$ cat src/rtl/snn_pkg.sv
// Steering command encoding shared with the motor controller,
// plus the output-buffer state type of the rate decoder.
package snn_pkg;

    localparam logic [1:0] DIR_STOP  = 2'b00;
    localparam logic [1:0] DIR_LEFT  = 2'b01;
    localparam logic [1:0] DIR_RIGHT = 2'b10;
    localparam logic [1:0] DIR_FWD   = 2'b11;

    typedef enum logic {
        ST_EMPTY = 1'b0,
        ST_FULL  = 1'b1
    } out_state_e;

endpackage

$ cat src/rtl/sat_spike_counter.sv
// Saturating spike counter; o_cnt_nxt exposes the value including
// this cycle's spike so the window snapshot can count the final cycle.
module sat_spike_counter #(
    parameter int CNT_W = 8
) (
    input  logic             i_clk,
    input  logic             i_rst,
    input  logic             i_clr,
    input  logic             i_inc,
    output logic [CNT_W-1:0] o_cnt,
    output logic [CNT_W-1:0] o_cnt_nxt
);

    logic [CNT_W-1:0] r_cnt;
    logic             w_sat;

    assign w_sat     = (r_cnt == {CNT_W{1'b1}});
    assign o_cnt_nxt = (i_inc && !w_sat) ? r_cnt + CNT_W'(1) : r_cnt;
    assign o_cnt     = r_cnt;

    always_ff @(posedge i_clk) begin
        if (!i_rst) begin
            r_cnt <= '0;
        end else if (i_clr) begin
            r_cnt <= '0;
        end else begin
            r_cnt <= o_cnt_nxt;
        end
    end

endmodule

$ cat src/rtl/spike_rate_decoder.sv
// Rate-decodes the two output-layer spikes over fixed en-qualified
// windows and hands a steering command to the motor controller.
module spike_rate_decoder
    import snn_pkg::*;
#(
    parameter int WIN_LEN    = 256,
    parameter int CNT_W      = 8,
    parameter int MARGIN     = 2,
    parameter int MIN_SPIKES = 1
) (
    input  logic             clk,
    input  logic             rst,
    input  logic             en,
    input  logic [1:0]       spike_in,
    input  logic             cmd_ready,
    output logic             cmd_valid,
    output logic [1:0]       cmd_dir,
    output logic [CNT_W-1:0] cmd_cnt_l,
    output logic [CNT_W-1:0] cmd_cnt_r,
    output logic             overrun
);

    localparam int WIN_W = (WIN_LEN > 2) ? $clog2(WIN_LEN) : 1;
    // Two guard bits so sums and margin offsets never wrap
    localparam int DW    = CNT_W + 2;

    logic [WIN_W-1:0] r_win_cnt;
    logic             w_win_end;

    logic [CNT_W-1:0] w_cnt_l;
    logic [CNT_W-1:0] w_cnt_r;
    logic [CNT_W-1:0] w_nxt_l;
    logic [CNT_W-1:0] w_nxt_r;

    logic [DW-1:0]    w_l;
    logic [DW-1:0]    w_r;
    logic [DW-1:0]    w_sum;
    logic [1:0]       w_dir;

    out_state_e       r_state;
    out_state_e       w_state_nxt;
    logic             w_load;
    logic             w_drop;
    logic             w_xfer;

    logic [1:0]       r_dir;
    logic [CNT_W-1:0] r_cnt_l;
    logic [CNT_W-1:0] r_cnt_r;
    logic             r_overrun;

    assign w_win_end = en && (r_win_cnt == WIN_W'(WIN_LEN - 1));

    always_ff @(posedge clk) begin
        if (!rst) begin
            r_win_cnt <= '0;
        end else if (w_win_end) begin
            r_win_cnt <= '0;
        end else if (en) begin
            r_win_cnt <= r_win_cnt + WIN_W'(1);
        end
    end

    sat_spike_counter #(.CNT_W(CNT_W)) u_cnt_l (
        .i_clk     (clk),
        .i_rst     (rst),
        .i_clr     (w_win_end),
        .i_inc     (en && spike_in[0]),
        .o_cnt     (w_cnt_l),
        .o_cnt_nxt (w_nxt_l)
    );

    sat_spike_counter #(.CNT_W(CNT_W)) u_cnt_r (
        .i_clk     (clk),
        .i_rst     (rst),
        .i_clr     (w_win_end),
        .i_inc     (en && spike_in[1]),
        .o_cnt     (w_cnt_r),
        .o_cnt_nxt (w_nxt_r)
    );

    assign w_l   = DW'(w_nxt_l);
    assign w_r   = DW'(w_nxt_r);
    assign w_sum = w_l + w_r;

    always_comb begin
        w_dir = DIR_FWD;
        if (w_sum < DW'(MIN_SPIKES)) begin
            w_dir = DIR_STOP;
        end else if (w_l >= w_r + DW'(MARGIN)) begin
            w_dir = DIR_LEFT;
        end else if (w_r >= w_l + DW'(MARGIN)) begin
            w_dir = DIR_RIGHT;
        end
    end

    assign w_xfer = (r_state == ST_FULL) && cmd_ready;

    always_comb begin
        w_state_nxt = r_state;
        w_load      = 1'b0;
        w_drop      = 1'b0;
        unique case (r_state)
            ST_EMPTY: begin
                if (w_win_end) begin
                    w_load      = 1'b1;
                    w_state_nxt = ST_FULL;
                end
            end
            ST_FULL: begin
                if (w_win_end && w_xfer) begin
                    w_load = 1'b1;
                end else if (w_xfer) begin
                    w_state_nxt = ST_EMPTY;
                end else if (w_win_end) begin
                    w_drop = 1'b1;
                end
            end
            default: w_state_nxt = ST_EMPTY;
        endcase
    end

    always_ff @(posedge clk) begin
        if (!rst) begin
            r_state   <= ST_EMPTY;
            r_dir     <= DIR_STOP;
            r_cnt_l   <= '0;
            r_cnt_r   <= '0;
            r_overrun <= 1'b0;
        end else begin
            r_state   <= w_state_nxt;
            r_overrun <= w_drop;
            if (w_load) begin
                r_dir   <= w_dir;
                r_cnt_l <= w_nxt_l;
                r_cnt_r <= w_nxt_r;
            end
        end
    end

    // Live counts are only consumed through the *_nxt snapshot path
    logic w_unused;
    assign w_unused = ^{w_cnt_l, w_cnt_r};

    assign cmd_valid = (r_state == ST_FULL);
    assign cmd_dir   = r_dir;
    assign cmd_cnt_l = r_cnt_l;
    assign cmd_cnt_r = r_cnt_r;
    assign overrun   = r_overrun;

endmodule
$ cat config.mk
export PLATFORM = sky130hd
export DESIGN_NAME = spike_rate_decoder
export DESIGN_NICKNAME = d
export VERILOG_FILES = /design/src/rtl/snn_pkg.sv /design/src/rtl/sat_spike_counter.sv /design/src/rtl/spike_rate_decoder.sv
export SDC_FILE = /design/constraint.sdc
export NUM_CORES = 1
export LEC_CHECK = 0
export ABC_CLOCK_PERIOD_IN_PS = 3700
export BUFFER_PORTS_ARGS = -buffer_cell sky130_fd_sc_hd__buf_2
export CORE_ASPECT_RATIO = 1.4
export CORE_UTILIZATION = 50
export CTS_CLUSTER_DIAMETER = 80
export DETAILED_ROUTE_END_ITERATION = 8
export HOLD_SLACK_MARGIN = 0.03
export PLACE_DENSITY = 0.71
export SLEW_MARGIN = 15
export SYNTH_ARGS = -nofsm -noshare
export SYNTH_HDL_FRONTEND = slang
export SYNTH_SLANG_ARGS = --single-unit
$ cat constraint.sdc
create_clock -name clk -period 3.7 [get_ports clk]
set_input_delay 0 -clock clk [delete_from_list [all_inputs] [get_ports clk]]
set_output_delay 0 -clock clk [all_outputs]
set_load 0.02 [all_outputs]
; Word-level counts from Yosys, hierarchy flattened
; Cells that the tools add are included.
[totals]
ff_bits = 44
inputBits = 6
out_inout_bits = 20
word_cells = 44
[classes]
add_sub_neg = 6
order_cmp = 3
eq_ne = 3
muxes = 11
bitwise_logic = 2
n_reduce_logical = 11
[ops]
columns = op, n
row1 = "8-bit by 1-bit adder with 8-bit output, second input constant", 3
row2 = "8-bit == test, second input constant", 3
row3 = "8-bit by 2-bit adder with 9-bit output, second input constant", 2
row4 = 8-bit by 9-bit >= comparator with 1-bit output, 2
row5 = 8-bit two-way mux, 2
row6 = 8-bit by 8-bit adder with 9-bit output, 1
row7 = "9-bit by 1-bit < comparator with 1-bit output, second input constant", 1
row8 = 1-bit logical AND, 7
row9 = 1-bit two-way mux, 5
row10 = 2-bit two-way mux, 2
row11 = 1-bit case mux with 2 select lines, 2
row12 = 4-bit OR reduction, 1
row13 = 1-bit zero test, 2
row14 = 1-bit NOT, 2
row15 = 2-bit OR reduction, 1

; Logic depth before layout (Yosys ltp)
[logic_depth]
depth_word = 9
depth_mapped = 15
depth_no_buf = 15

; Modules after synthesis
; A second synthesis with hierarchy kept.
[unflattened]
cells_unflattened = 345
hier_area_um2 = 3051.7
[modules_own_cells]
columns = module, instances, cells_each, area_each_um2, seq_area_each_um2
row1 = spike_rate_decoder, 1, 231, 1958.1, 560.5
row2 = sat_spike_counter, 2, 57, 546.8, 160.2

; Least setup slack after synthesis
; Ideal clock, no wire load.
[synth_timing]
kind = register to register
startpoint = register u_cnt_l.r_cnt[0] (netlist: u_cnt_l.o_cnt[0])
endpoint = register r_dir[0] (netlist: cmd_dir[0])
setup_ps = 59
t_arrival_ps = 3318
required_ps = 3641
setup_slack_ps = 322
path_stages_with_launch = 16
n_path_buf = 0
period_less_slack_ps = 3378
path_cell_list = dfxtp_1 ha_1 nand3_1 o21ai_2 mux2i_1 nor3_2 nand3_1 nor3_1 xnor2_1 ha_1 and3_1 a311o_1 a31oi_1 o21ai_0 a31oi_1 o311a_1
[synth_between]
elab_chain_len = 9
elab_cells_between_ends = 13
cone_classes = add/sub (3) / order compare (3) / eq/ne (1) / mux (4) / reduce/logical (2)
[synth_lines]
columns = element, line
row1 = "start, declared", sat_spike_counter.sv:14  ; logic [CNT_W-1:0] r_cnt;
row2 = "start signal, assigned", sat_spike_counter.sv:27  ; r_cnt <= o_cnt_nxt;
row3 = branches (longest 3 deep; another with 8-bit by 1-bit adder with 8-bit output), --
row4 = 8-bit two-way mux (*), sat_spike_counter.sv:18  ; assign o_cnt_nxt = (i_inc && !w_sat) ? r_cnt + CNT_W'(1) : r_cnt;
row5 = 8-bit by 2-bit adder with 9-bit output, spike_rate_decoder.sv:91  ; end else if (w_r >= w_l + DW'(MARGIN)) begin
row6 = 8-bit by 9-bit >= comparator with 1-bit output, spike_rate_decoder.sv:91
row7 = 1-bit two-way mux, spike_rate_decoder.sv:91
row8 = 2-bit two-way mux, spike_rate_decoder.sv:89  ; end else if (w_l >= w_r + DW'(MARGIN)) begin
row9 = 2-bit two-way mux (*), spike_rate_decoder.sv:87  ; if (w_sum < DW'(MIN_SPIKES)) begin
row10 = "end signal, assigned", spike_rate_decoder.sv:133  ; r_dir <= w_dir;
row11 = "end, declared", spike_rate_decoder.sv:46  ; logic [1:0] r_dir;
; Every way passes the cells marked *.
; A chain may end at the register's enable or synchronous reset.

; Worst setup path in the final report
[layout_timing]
startpoint = register u_cnt_r.r_cnt[0] (netlist: u_cnt_r.o_cnt[0])
endpoint = register r_dir[0] (netlist: cmd_dir[0])
[layout_between]
elab_chain_len = 8
elab_cells_between_ends = 13
cone_classes = add/sub (3) / order compare (3) / eq/ne (1) / mux (4) / reduce/logical (2)
[layout_lines]
columns = element, line
row1 = "start, declared", sat_spike_counter.sv:14
row2 = "start signal, assigned", sat_spike_counter.sv:27
row3 = branches (longest 3 deep; another with 8-bit by 1-bit adder with 8-bit output), --
row4 = 8-bit two-way mux (*), sat_spike_counter.sv:18
row5 = named net u_cnt_r.o_cnt_nxt[1], sat_spike_counter.sv:11  ; output logic [CNT_W-1:0] o_cnt_nxt
row6 = 8-bit by 2-bit adder with 9-bit output or 8-bit by 9-bit >= comparator with 1-bit output (tied branches), "spike_rate_decoder.sv:89, spike_rate_decoder.sv:91"
row7 = 8-bit by 9-bit >= comparator with 1-bit output or 1-bit two-way mux (tied branches), "spike_rate_decoder.sv:89, spike_rate_decoder.sv:91"
row8 = 2-bit two-way mux, spike_rate_decoder.sv:89
row9 = 2-bit two-way mux (*), spike_rate_decoder.sv:87
; Mark *: on every way through the listed nets, which the timed path passes.

==> flow_summary.json <==
{
  "outcome": "finished, final reports clean",
  "cap_violations": 0,
  "use_met3_pct": 3.234,
  "yosysMostFrequentCell": "dfxtp_1",
  "route.detailed.drc": 0,
  "use_met1_pct": 26.84,
  "relSlewSlack_pct": 57.76,
  "cp.required_ns": 3.88,
  "syn_to_final_growth_pct": 21.83,
  "hpwlAfterDp_um": 5587,
  "cts-root-buf": "clkbuf_8",
  "place_area_sq_um": 3229,
  "critPathTopFamily": "compound AO/OA/AOI/OAI gates",
  "crit_start": "u_cnt_r.o_cnt[0]",
  "hold_violations": 0,
  "cp_cell_sequence": "ha_4, nand3_2, o311ai_4, mux2i_1, inv_1, ha_1, xor2_1, ha_1, nor4b_1, o311a_1, a2111oi_4, nor3_1, o311a_1",
  "finish.utilization_pct": 63.49,
  "synth_cells": 336,
  "vias": 2667,
  "synth.top_cells.by_count": "dfxtp_1, nand2_1, nor2_1",
  "drv_slew": 0,
  "ioPinCount": 26,
  "drt-initial-drc-count": 107,
  "layout_min_cycle_time_ns": 3.570,
  "path_class": "flop to flop",
  "drt_wl_total_um": 7447,
  "grt_overflow_total": 0,
  "cts_tree": "built",
  "htree_num_levels": 2,
  "cp_slowest_stage_delay_ns": 0.39,
  "top_usage_layer": "met2",
  "avgSynthCellArea_sq_um": 8.632,
  "ys_seq_elements": 44,
  "max_freq_mhz": 280.1,
  "hold_ws_ns": 0.04636,
  "globalRouteMet2Util_pct": 43.96,
  "fp.dieH_um": 92.12,
  "clock_latency_ns": 0.29,
  "ant_nets": 0,
  "cts_buffers": 5,
  "placed_cells": 441,
  "stdcell_area_sq_um": 3533,
  "yosysSeqAreaShare_pct": 30.37,
  "fillerInstances": 467,
  "async_reset_ff_share_pct": 0,
  "r2r_slack_ns": 0.13,
  "slowest_stage": "o311a_1",
  "portBuffers": 25,
  "peakVddDrop_v": 0.0003426,
  "ys_warn_count": 0,
  "fin_tns_setup_ns": 0,
  "startpoint_type": "flop",
  "nets": 417,
  "path_clk_slew_ns": 0.08,
  "viasPerCell": 5.849,
  "drive_gt1_share_pct": 25.26,
  "netlist.area_leader.share_pct": 30.37,
  "setup_viol": 0,
  "rows": 32,
  "synth_nets": 366,
  "timing.critical_path.buf_inv": 1,
  "p_leak_uw": 0.001597,
  "first_pass_iters": 4,
  "min_period_over_period_pct": 96.50,
  "worstPathArrival_ns": 3.75,
  "ys_types": 59,
  "die_w_um": 66.37,
  "clk_path_buf_depth": 2,
  "layout.cells.non_filler": 456,
  "die_area_sq_um": 6114,
  "ys.flop_type": "dfxtp_1",
  "antenna_cells": 0,
  "grt_pass1_wl_um": 11500,
  "r2r_start": "u_cnt_r.o_cnt[0]",
  "grt_use_total_pct": 24.52,
  "synth_edf_count": 0,
  "antenna_found_initial": 0,
  "fin_skew_ns": 0.007067,
  "critPathCaptureType": "flop",
  "cts.sinks": 44,
  "gp_congestion": 0.8485,
  "grt_pass1_vias": 2567,
  "powerDensity_nw_per_um2": 283.2,
  "wl_per_cell_um": 16.33,
  "yosysTopAreaCell": "dfxtp_1",
  "synth_area_sq_um": 2900,
  "min_path_type": "input port to flop",
  "synth.area.top_cells": "dfxtp_1, ha_1, nand2_1",
  "core_area_sq_um": 5565,
  "grt_max_degree": 30,
  "worstMarginPinSlew_ns": 0.6321,
  "worstHoldStart": "cmd_ready",
  "start_util_pct": 52.11,
  "cp_max_fo": 7
}
[report_power, final]
part / total, uW / leakage [uW] / internal [uW] / switching (uW)
logic: 131 / 0.00118 / 63.0 / 68.0
registers: 486 / 0.000357 / 479 / 7.28
clock network: 384 / 0.0000614 / 221 / 163
[repair_timing]
action	in CTS	in global routing
hold buffers	0	0
buffers inserted	0	7
pin swaps	0	8
setup endpoints to repair	1	2
gates resized for setup	2	26
[final cells by class]
class	instances	area (sq um)	area share [%]
Timing Repair Buffer	54	342.8	9.703
Sequential cell	44	888.4	25.14
Clock buffer	6	82.58	2.337
Tap cell	68	85.08	2.408
Clock inverter	2	38.79	1.098
Inverter	17	63.81	1.806
Multi-Input combinational cell	265	2032	57.51
[sequential cells by signal, summed over array words and instances (netlist names)]
name and count:
cmd_dir 2, u_cnt_r.o_cnt 8, r_win_cnt 8, u_cnt_l.o_cnt 8, cmd_cnt_r 8, cmd_cnt_l 8
cmd_valid 1, overrun 1
[worst paths after layout]
| kind | to | cells after the start |
|---|---|---|
| min | cmd_valid | 3 |
| max | cmd_dir[0] | 13 |
| max reg2reg | cmd_dir[0] | 13 |
| min reg2reg | cmd_cnt_r[6] | 2 |
[through the flow]
| stage | worst slack, ns | total power (uW) |
|---|---|---|
| after global placement | 0.06615 | 598.5 |
| after global routing | -0.1189 | 1042 |
| after CTS | 0.02369 | 981.2 |
| final | 0.1296 | 1001 |
| after detailed placement | -0.03172 | 600.7 |
| after floorplan | 0.3222 | 569.3 |
[cells in the final DEF (no fill, tap or decap), types with 8 or more instances in the layout]
cell type,count
nand2_1,34
ha_1,22
o21ai_0,9
buf_2,25
nand3_1,12
o211a_1,9
a21oi_1,8
nand2b_1,8
nor2_1,28
and2_1,8
nand4_1,9
nor3_1,9
and3_1,8
xor2_1,8
inv_1,15
dfxtp_1,40
xnor2_1,12
buf_4,29
[layer usage]
layer / vias to the layer above / wire length (um)
met1: 1273 / 2982
met5: - / 0
met3: 25 / 195
met2: 47 / 3946
li1: 1322 / -
met4: 0 / 322
[tightest hold or removal path: cells and delay by family]
| family | cells | cell delay (ns) |
|---|---|---|
| buffers and inverters | 1 | 0.08 |
| and+or+nand+nor | 1 | 0.06 |
| AOI/OAI and AO/OA | 1 | 0.16 |
[logic make-up after synthesis]
logic type      Yosys count  synth area share [%]
fa+ha+maj                25                 11.00
simple gates            137                 24.63
flops                    44                 30.37
mux                       7                 2.545
xor+xnor                 24                 7.248
compound gates           72                 20.41
buf+inv                  27                 3.796
(Power assumes the default switching activity.)
